**src/rtl/lc3_fetch_unit.sv**
```systemverilog
// SLC-3 instruction-fetch sequencer: PC -> MAR, memory OE/ready handshake into MDR, then IR.
// Signals Fetch_Done for one cycle when IR holds the freshly fetched instruction.
module lc3_fetch_unit #(
    parameter int TIMEOUT = 16,
    parameter int DATA_W  = 16
) (
    input  logic              Clk,
    input  logic              Reset,
    input  logic              Fetch_Req,
    input  logic              Fetch_Abort,
    input  logic [DATA_W-1:0] PC_In,
    output logic              LD_PC,
    output logic              PC_Inc_Sel,
    output logic [DATA_W-1:0] MAR_Out,
    output logic              Mem_OE,
    input  logic              Mem_Rdy,
    input  logic [DATA_W-1:0] Mem_Data,
    output logic [DATA_W-1:0] IR_Out,
    output logic              Busy,
    output logic              Fetch_Done,
    output logic              Fetch_Err
);

    localparam int CNT_W = $clog2(TIMEOUT + 1);

    typedef enum logic [1:0] {
        S_IDLE = 2'd0,
        S_MAR  = 2'd1,
        S_MEM  = 2'd2,
        S_IR   = 2'd3
    } state_t;

    state_t             state_r;
    state_t             next_state_s;
    logic [DATA_W-1:0]  mar_r;
    logic [DATA_W-1:0]  mdr_r;
    logic [DATA_W-1:0]  ir_r;
    logic [CNT_W-1:0]   cnt_r;
    logic               done_r;
    logic               err_r;

    logic               ld_pc_s;
    logic               mar_load_s;
    logic               mdr_load_s;
    logic               ir_load_s;
    logic               cnt_clr_s;
    logic               cnt_inc_s;
    logic               err_set_s;
    logic               err_clr_s;
    logic               cnt_last_s;

    assign cnt_last_s = (cnt_r == CNT_W'(TIMEOUT - 1));

    // Next-state decode and per-register load strobes.
    always_comb begin
        next_state_s = state_r;
        ld_pc_s      = 1'b0;
        mar_load_s   = 1'b0;
        mdr_load_s   = 1'b0;
        ir_load_s    = 1'b0;
        cnt_clr_s    = 1'b0;
        cnt_inc_s    = 1'b0;
        err_set_s    = 1'b0;
        err_clr_s    = 1'b0;
        case (state_r)
            S_IDLE: begin
                if (Fetch_Req) begin
                    next_state_s = S_MAR;
                    err_clr_s    = 1'b1;
                end else begin
                    next_state_s = S_IDLE;
                end
            end
            S_MAR: begin
                if (Fetch_Abort) begin
                    next_state_s = S_IDLE;
                end else begin
                    ld_pc_s      = 1'b1;
                    mar_load_s   = 1'b1;
                    cnt_clr_s    = 1'b1;
                    next_state_s = S_MEM;
                end
            end
            S_MEM: begin
                // Abort beats ready, and ready on the final allowed cycle beats timeout.
                if (Fetch_Abort) begin
                    next_state_s = S_IDLE;
                end else if (Mem_Rdy) begin
                    mdr_load_s   = 1'b1;
                    next_state_s = S_IR;
                end else if (cnt_last_s) begin
                    err_set_s    = 1'b1;
                    next_state_s = S_IDLE;
                end else begin
                    cnt_inc_s    = 1'b1;
                    next_state_s = S_MEM;
                end
            end
            S_IR: begin
                ir_load_s    = 1'b1;
                next_state_s = S_IDLE;
            end
            default: begin
                next_state_s = S_IDLE;
            end
        endcase
    end

    // State, address/data registers, wait counter and status flags.
    always_ff @(posedge Clk) begin
        if (Reset) begin
            state_r <= S_IDLE;
            mar_r   <= '0;
            mdr_r   <= '0;
            ir_r    <= '0;
            cnt_r   <= '0;
            done_r  <= 1'b0;
            err_r   <= 1'b0;
        end else begin
            state_r <= next_state_s;
            if (mar_load_s) begin
                mar_r <= PC_In;
            end
            if (mdr_load_s) begin
                mdr_r <= Mem_Data;
            end
            if (ir_load_s) begin
                ir_r <= mdr_r;
            end
            if (cnt_clr_s) begin
                cnt_r <= '0;
            end else if (cnt_inc_s) begin
                cnt_r <= cnt_r + CNT_W'(1);
            end
            done_r <= ir_load_s;
            if (err_clr_s) begin
                err_r <= 1'b0;
            end else if (err_set_s) begin
                err_r <= 1'b1;
            end
        end
    end

    assign LD_PC      = ld_pc_s;
    assign PC_Inc_Sel = ld_pc_s;
    assign MAR_Out    = mar_r;
    assign Mem_OE     = (state_r == S_MEM);
    assign IR_Out     = ir_r;
    assign Busy       = (state_r != S_IDLE);
    assign Fetch_Done = done_r;
    assign Fetch_Err  = err_r;

endmodule

```
**config.mk**
```make
export PLATFORM = sky130hd
export DESIGN_NAME = lc3_fetch_unit
export DESIGN_NICKNAME = d
export VERILOG_FILES = /design/src/rtl/lc3_fetch_unit.sv
export SDC_FILE = /design/constraint.sdc
export NUM_CORES = 1
export LEC_CHECK = 0
export BUFFER_PORTS_ARGS = -buffer_cell sky130_fd_sc_hd__clkbuf_2
export CORE_MARGIN = 2
export CORE_UTILIZATION = 44
export DETAILED_ROUTE_END_ITERATION = 8
export PLACE_DENSITY = 0.77
export SLEW_MARGIN = 25
export SYNTH_ARGS = -nofsm -noshare
export SYNTH_HDL_FRONTEND = slang
export SYNTH_SLANG_ARGS = --single-unit
```
**constraint.sdc**
```tcl
create_clock -name Clk -period 2.2 [get_ports Clk]
set_clock_uncertainty 0.2 [all_clocks]
set_input_delay 0.44 -clock Clk [delete_from_list [all_inputs] [get_ports Clk]]
set_output_delay 0.44 -clock Clk [all_outputs]
set_load 0.05 [all_outputs]
```
==> report_table.html <==
<table>
<tr><th>Metric</th><th>Value</th></tr>
<tr><th colspan="2">Power</th></tr>
<tr><td>Leak</td><td>1.12 nW</td></tr>
<tr><td>Peak ir drop on the vdd network</td><td>around 460 uV</td></tr>
<tr><td>Combinational cell fraction of total power</td><td>7.5%</td></tr>
<tr><td>Power density normalized to cell area</td><td>approximately 800 mW/mm2</td></tr>
<tr><td>Internal power</td><td>1.68 mW</td></tr>
<tr><td>Sequential share of power</td><td>48.6%</td></tr>
<tr><td>Switching portion of total power</td><td>between 20% and 30%</td></tr>
<tr><td>Power spent charging and discharging nets</td><td>approximately 0.5 mW</td></tr>
<tr><td>Clock power share</td><td>43.9%</td></tr>
<tr><th colspan="2">Logic synthesis</th></tr>
<tr><td>Cells after synthesis</td><td>around 270</td></tr>
<tr><td>Number of storage elements in the synthesis netlist</td><td>57</td></tr>
<tr><td>Predominant post-synthesis flop cell</td><td>sky130_fd_sc_hd__dfxtp_1</td></tr>
<tr><td>Cell Area, Synth</td><td>between 0.002 and 0.0025 mm2</td></tr>
<tr><td>Sequential element share of the synthesized area</td><td>a little over half</td></tr>
<tr><td>Mean cell area of the mapped netlist</td><td>roughly 8.1 um2</td></tr>
<tr><td>Number of distinct library cells after synthesis</td><td>34</td></tr>
<tr><td>Number of flops mapped to enable cells by yosys</td><td>0</td></tr>
<tr><td>Ys Warns</td><td>0</td></tr>
<tr><td>Proportion of synthesized flip-flops having asynchronous set or reset</td><td>0%</td></tr>
<tr><td>Post-Synthesis Net Count</td><td>306</td></tr>
<tr><th colspan="2">Critical path</th></tr>
<tr><td>Required time of the critical path</td><td>1560 ps</td></tr>
<tr><td>Reg2Reg Capture Point</td><td>cnt_r[2]</td></tr>
<tr><td>Slack of the worst reg-to-reg path</td><td>110 ps</td></tr>
<tr><td>Worst r2r path cells</td><td>6</td></tr>
<tr><td>Kind of capture point of the worst setup path</td><td>output port</td></tr>
<tr><td>Sort of element at the start of the critical path</td><td>register</td></tr>
<tr><td>Biggest fanout along the worst timing path</td><td>8</td></tr>
<tr><td>Classification of the worst setup path</td><td>reg -&gt; out</td></tr>
<tr><td>Launch instance of the worst register-to-register path</td><td>cnt_r[0]</td></tr>
<tr><td>Arr. time, crit path</td><td>1470 ps</td></tr>
<tr><th colspan="2">Route</th></tr>
<tr><td>Detailed Route WL</td><td>approximately 4.7 mm</td></tr>
<tr><td>Number of design-rule violations left by the first detailed-router iteration</td><td>115</td></tr>
<tr><td>Post-route antenna net violation count</td><td>0</td></tr>
<tr><td>DR DRC count</td><td>0</td></tr>
<tr><td>DR vias</td><td>approximately 1900</td></tr>
<tr><td>Detailed-route vias per instance</td><td>between 4 and 5</td></tr>
<tr><td>Average wire per standard cell</td><td>11.4 um</td></tr>
<tr><td>First-pass DRT Iterations</td><td>4</td></tr>
<tr><th colspan="2">STA</th></tr>
<tr><td>Unrepaired setup endpoints after global routing</td><td>false</td></tr>
<tr><td>Actual transition at the worst max-transition pin</td><td>around 620 ps</td></tr>
<tr><td>Final Critical Period</td><td>approximately 2100 ps</td></tr>
<tr><td>Relative slew margins</td><td>roughly three fifths</td></tr>
<tr><td>Count of final hold-check violations</td><td>0</td></tr>
<tr><td>Final total negative setup slack</td><td>0 ps</td></tr>
<tr><td>Max-slew violation total from the final report</td><td>0</td></tr>
<tr><td>Fmax</td><td>about 0.47 GHz</td></tr>
<tr><td>Final-report setup violation count</td><td>0</td></tr>
<tr><td>Final clock period utilization by the worst path</td><td>95.8%</td></tr>
<tr><th colspan="2">CTS</th></tr>
<tr><td>H-tree lvl count</td><td>3</td></tr>
<tr><td>Buffers inserted during post-CTS setup optimization</td><td>0</td></tr>
<tr><td>Total CTS buffers</td><td>9</td></tr>
<tr><td>Deepest clock path buffer count</td><td>2</td></tr>
<tr><td>Num Clock Sinks</td><td>57</td></tr>
<tr><td>Clock transition at the registers of the reported paths</td><td>60 ps</td></tr>
<tr><td>Clk root buf</td><td>sky130_fd_sc_hd__clkbuf_8</td></tr>
<tr><td>Later-pin clock latency in the skew report</td><td>between 300 and 400 ps</td></tr>
<tr><td>CTS tree</td><td>built</td></tr>
<tr><th colspan="2">Global route</th></tr>
<tr><td>Remaining global-route overflow</td><td>0</td></tr>
<tr><td>Antenna violations before repair</td><td>0</td></tr>
<tr><td>Largest net degree at the start of global routing</td><td>26</td></tr>
<tr><td>First-pass GRT wire length</td><td>~7.5 mm</td></tr>
<tr><td>Total Routing Usage GR</td><td>between 10% and 20%</td></tr>
<tr><td>Vias in the first global route</td><td>between 1500 and 2000</td></tr>
<tr><th colspan="2">Finish</th></tr>
<tr><td>Share of final-layout standard cells stronger than drive strength 1</td><td>between 30 and 40%</td></tr>
<tr><td>Total inserted antenna cells</td><td>0</td></tr>
<tr><td>Area overhead of the layout relative to synthesis</td><td>28.3%</td></tr>
<tr><td>Final #Nets</td><td>378</td></tr>
<tr><td>Post-layout util</td><td>between 50% and 60%</td></tr>
<tr><th colspan="2">Outcome</th></tr>
<tr><td>Result of the run</td><td>finished, final reports clean</td></tr>
<tr><th colspan="2">Hold path</th></tr>
<tr><td>Min-delay worst type</td><td>in -&gt; reg</td></tr>
<tr><td>Number of cells on the worst hold path</td><td>3</td></tr>
<tr><td>Min-delay src</td><td>PC_In[8]</td></tr>
<tr><td>Hold worst-path end</td><td>MAR_Out[8]</td></tr>
<tr><th colspan="2">Floorplanning</th></tr>
<tr><td>Y dimension of the die</td><td>approximately 74 um</td></tr>
<tr><td>Initial Util</td><td>between 40% and 50%</td></tr>
<tr><td>Die extent in x</td><td>approximately 74 um</td></tr>
<tr><td>Ports placed on the boundary</td><td>75</td></tr>
<tr><td>Std cell rows</td><td>25</td></tr>
<tr><td>Std-Cell Core Area</td><td>about 0.0047 mm2</td></tr>
<tr><td>Die Area</td><td>0.00547 mm2</td></tr>
<tr><th colspan="2">Placement</th></tr>
<tr><td>Final weighted congestion in routability-driven placement</td><td>between 0.8 and 0.9</td></tr>
<tr><td>Buffers on Ports</td><td>between 70 and 80</td></tr>
<tr><td>Sum of net half-perimeters after detailed placement</td><td>roughly 3.3 mm</td></tr>
<tr><th colspan="2">Flow run</th></tr>
<tr><td>Maximum capacitance violations</td><td>0</td></tr>
</table>
stage by stage:
stage               setup slack, ps  instance area, um2  std cells  hold slack (ps)  power [mW]
floorplan                       133                2150        267              232        1.18
CTS                            13.0                2750        410              122        2.20
global route                   1.79                2760        410              125        2.26
detailed placement             37.8                2550        395              244        1.24
global placement               86.3                2550        395              239        1.24
finish                         93.5                2760        410              136        2.17
placed cells by master (no fill, tap or decap), types with 3 or more instances in the layout:
master,n
sky130_fd_sc_hd__a21oi_1,55
sky130_fd_sc_hd__buf_4,6
sky130_fd_sc_hd__clkbuf_2,71
sky130_fd_sc_hd__clkbuf_4,3
sky130_fd_sc_hd__clkbuf_8,11
sky130_fd_sc_hd__dfxtp_1,55
sky130_fd_sc_hd__inv_1,4
sky130_fd_sc_hd__nand2_1,100
what timing repair did:
| item | 4_1_cts | 5_1_grt |
|---|---|---|
| hold buffers | 0 | 0 |
| pin swaps | 0 | 1 |
| endpoints found under the setup margin | 3 | 4 |
| cloned | 0 | 0 |
| resized for setup | 3 | 4 |
worst max path at each step:
stage,start,end,cells after the start,slack (ps)
global placement,cnt_r[0],cnt_r[2],6,90
detailed placement,cnt_r[0],cnt_r[2],6,40
finish,state_r[0],Mem_OE,4,90
global route,state_r[0],Mem_OE,4,2
floorplan,cnt_r[0],cnt_r[2],6,130
CTS,cnt_r[0],cnt_r[2],6,10
worst max-delay path, stage by stage (launching register included):
cell and delay (ps):
sky130_fd_sc_hd__dfxtp_1 340, sky130_fd_sc_hd__buf_4 160, sky130_fd_sc_hd__nand2b_2 230, sky130_fd_sc_hd__inv_1 160, sky130_fd_sc_hd__clkbuf_4 260
cell families (layout without fill, tap and decap cells):
family | after synthesis | in the layout | share of synthesized area [%]
adder cells (fa/ha/maj) | 2 | 2 | 1.16
AND/OR/NAND/NOR | 122 | 122 | 24.8
flip-flops | 57 | 57 | 53.0
buffers and inverters | 24 | 100 | 5.76
AO/OA/AOI/OAI | 62 | 62 | 15.2
registers in the layout, summed over array words and instances (netlist names):
register	flops
cnt_r	5
Fetch_Done	1
state_r	2
mdr_r	16
Fetch_Err	1
IR_Out	16
MAR_Out	16
final cells by class:
cell class                 count  area [um2]
clock buffer                  12         155
clock inverter                 3        40.0
fill                         453        1960
inverter                       5        23.8
multi-input combinational    186         892
sequential                    57        1140
tap                           67        83.8
timing repair buffer          80         423
routing by layer:
metal | track usage (%) | wire length (um) | up-vias
met3 | 5.15 | 222 | 5
met4 | 9.09 | 71 | 0
met1 | 22.9 | 2210 | 862
met5 | 0 | 0 | -
li1 | - | - | 1020
met2 | 28.9 | 2160 | 52
power by group through the flow:
| stage | clock network [mW] | logic, mW | registers (mW) |
|---|---|---|---|
| finish | 0.954 | 0.162 | 1.05 |
| global route | 1.03 | 0.177 | 1.06 |
| CTS | 0.984 | 0.163 | 1.05 |
| detailed placement | 0 | 0.161 | 1.08 |
| global placement | 0 | 0.161 | 1.08 |
| floorplan | 0 | 0.0742 | 1.11 |
cells in the mapped netlist (2+ instances only):
master,n,share of area (%)
sky130_fd_sc_hd__nand2b_1,3,0.87
sky130_fd_sc_hd__dfxtp_1,57,53
sky130_fd_sc_hd__nand2_1,100,17
sky130_fd_sc_hd__nor2b_1,2,0.58
sky130_fd_sc_hd__buf_2,5,1.2
sky130_fd_sc_hd__a21oi_1,55,13
sky130_fd_sc_hd__o21ai_0,2,0.47
sky130_fd_sc_hd__ha_1,2,1.2
sky130_fd_sc_hd__clkbuf_1,10,1.7
sky130_fd_sc_hd__inv_1,4,0.70
sky130_fd_sc_hd__buf_4,2,0.70
sky130_fd_sc_hd__nor3_1,2,0.47
sky130_fd_sc_hd__buf_6,2,1.0
(Power assumes the default switching activity.)
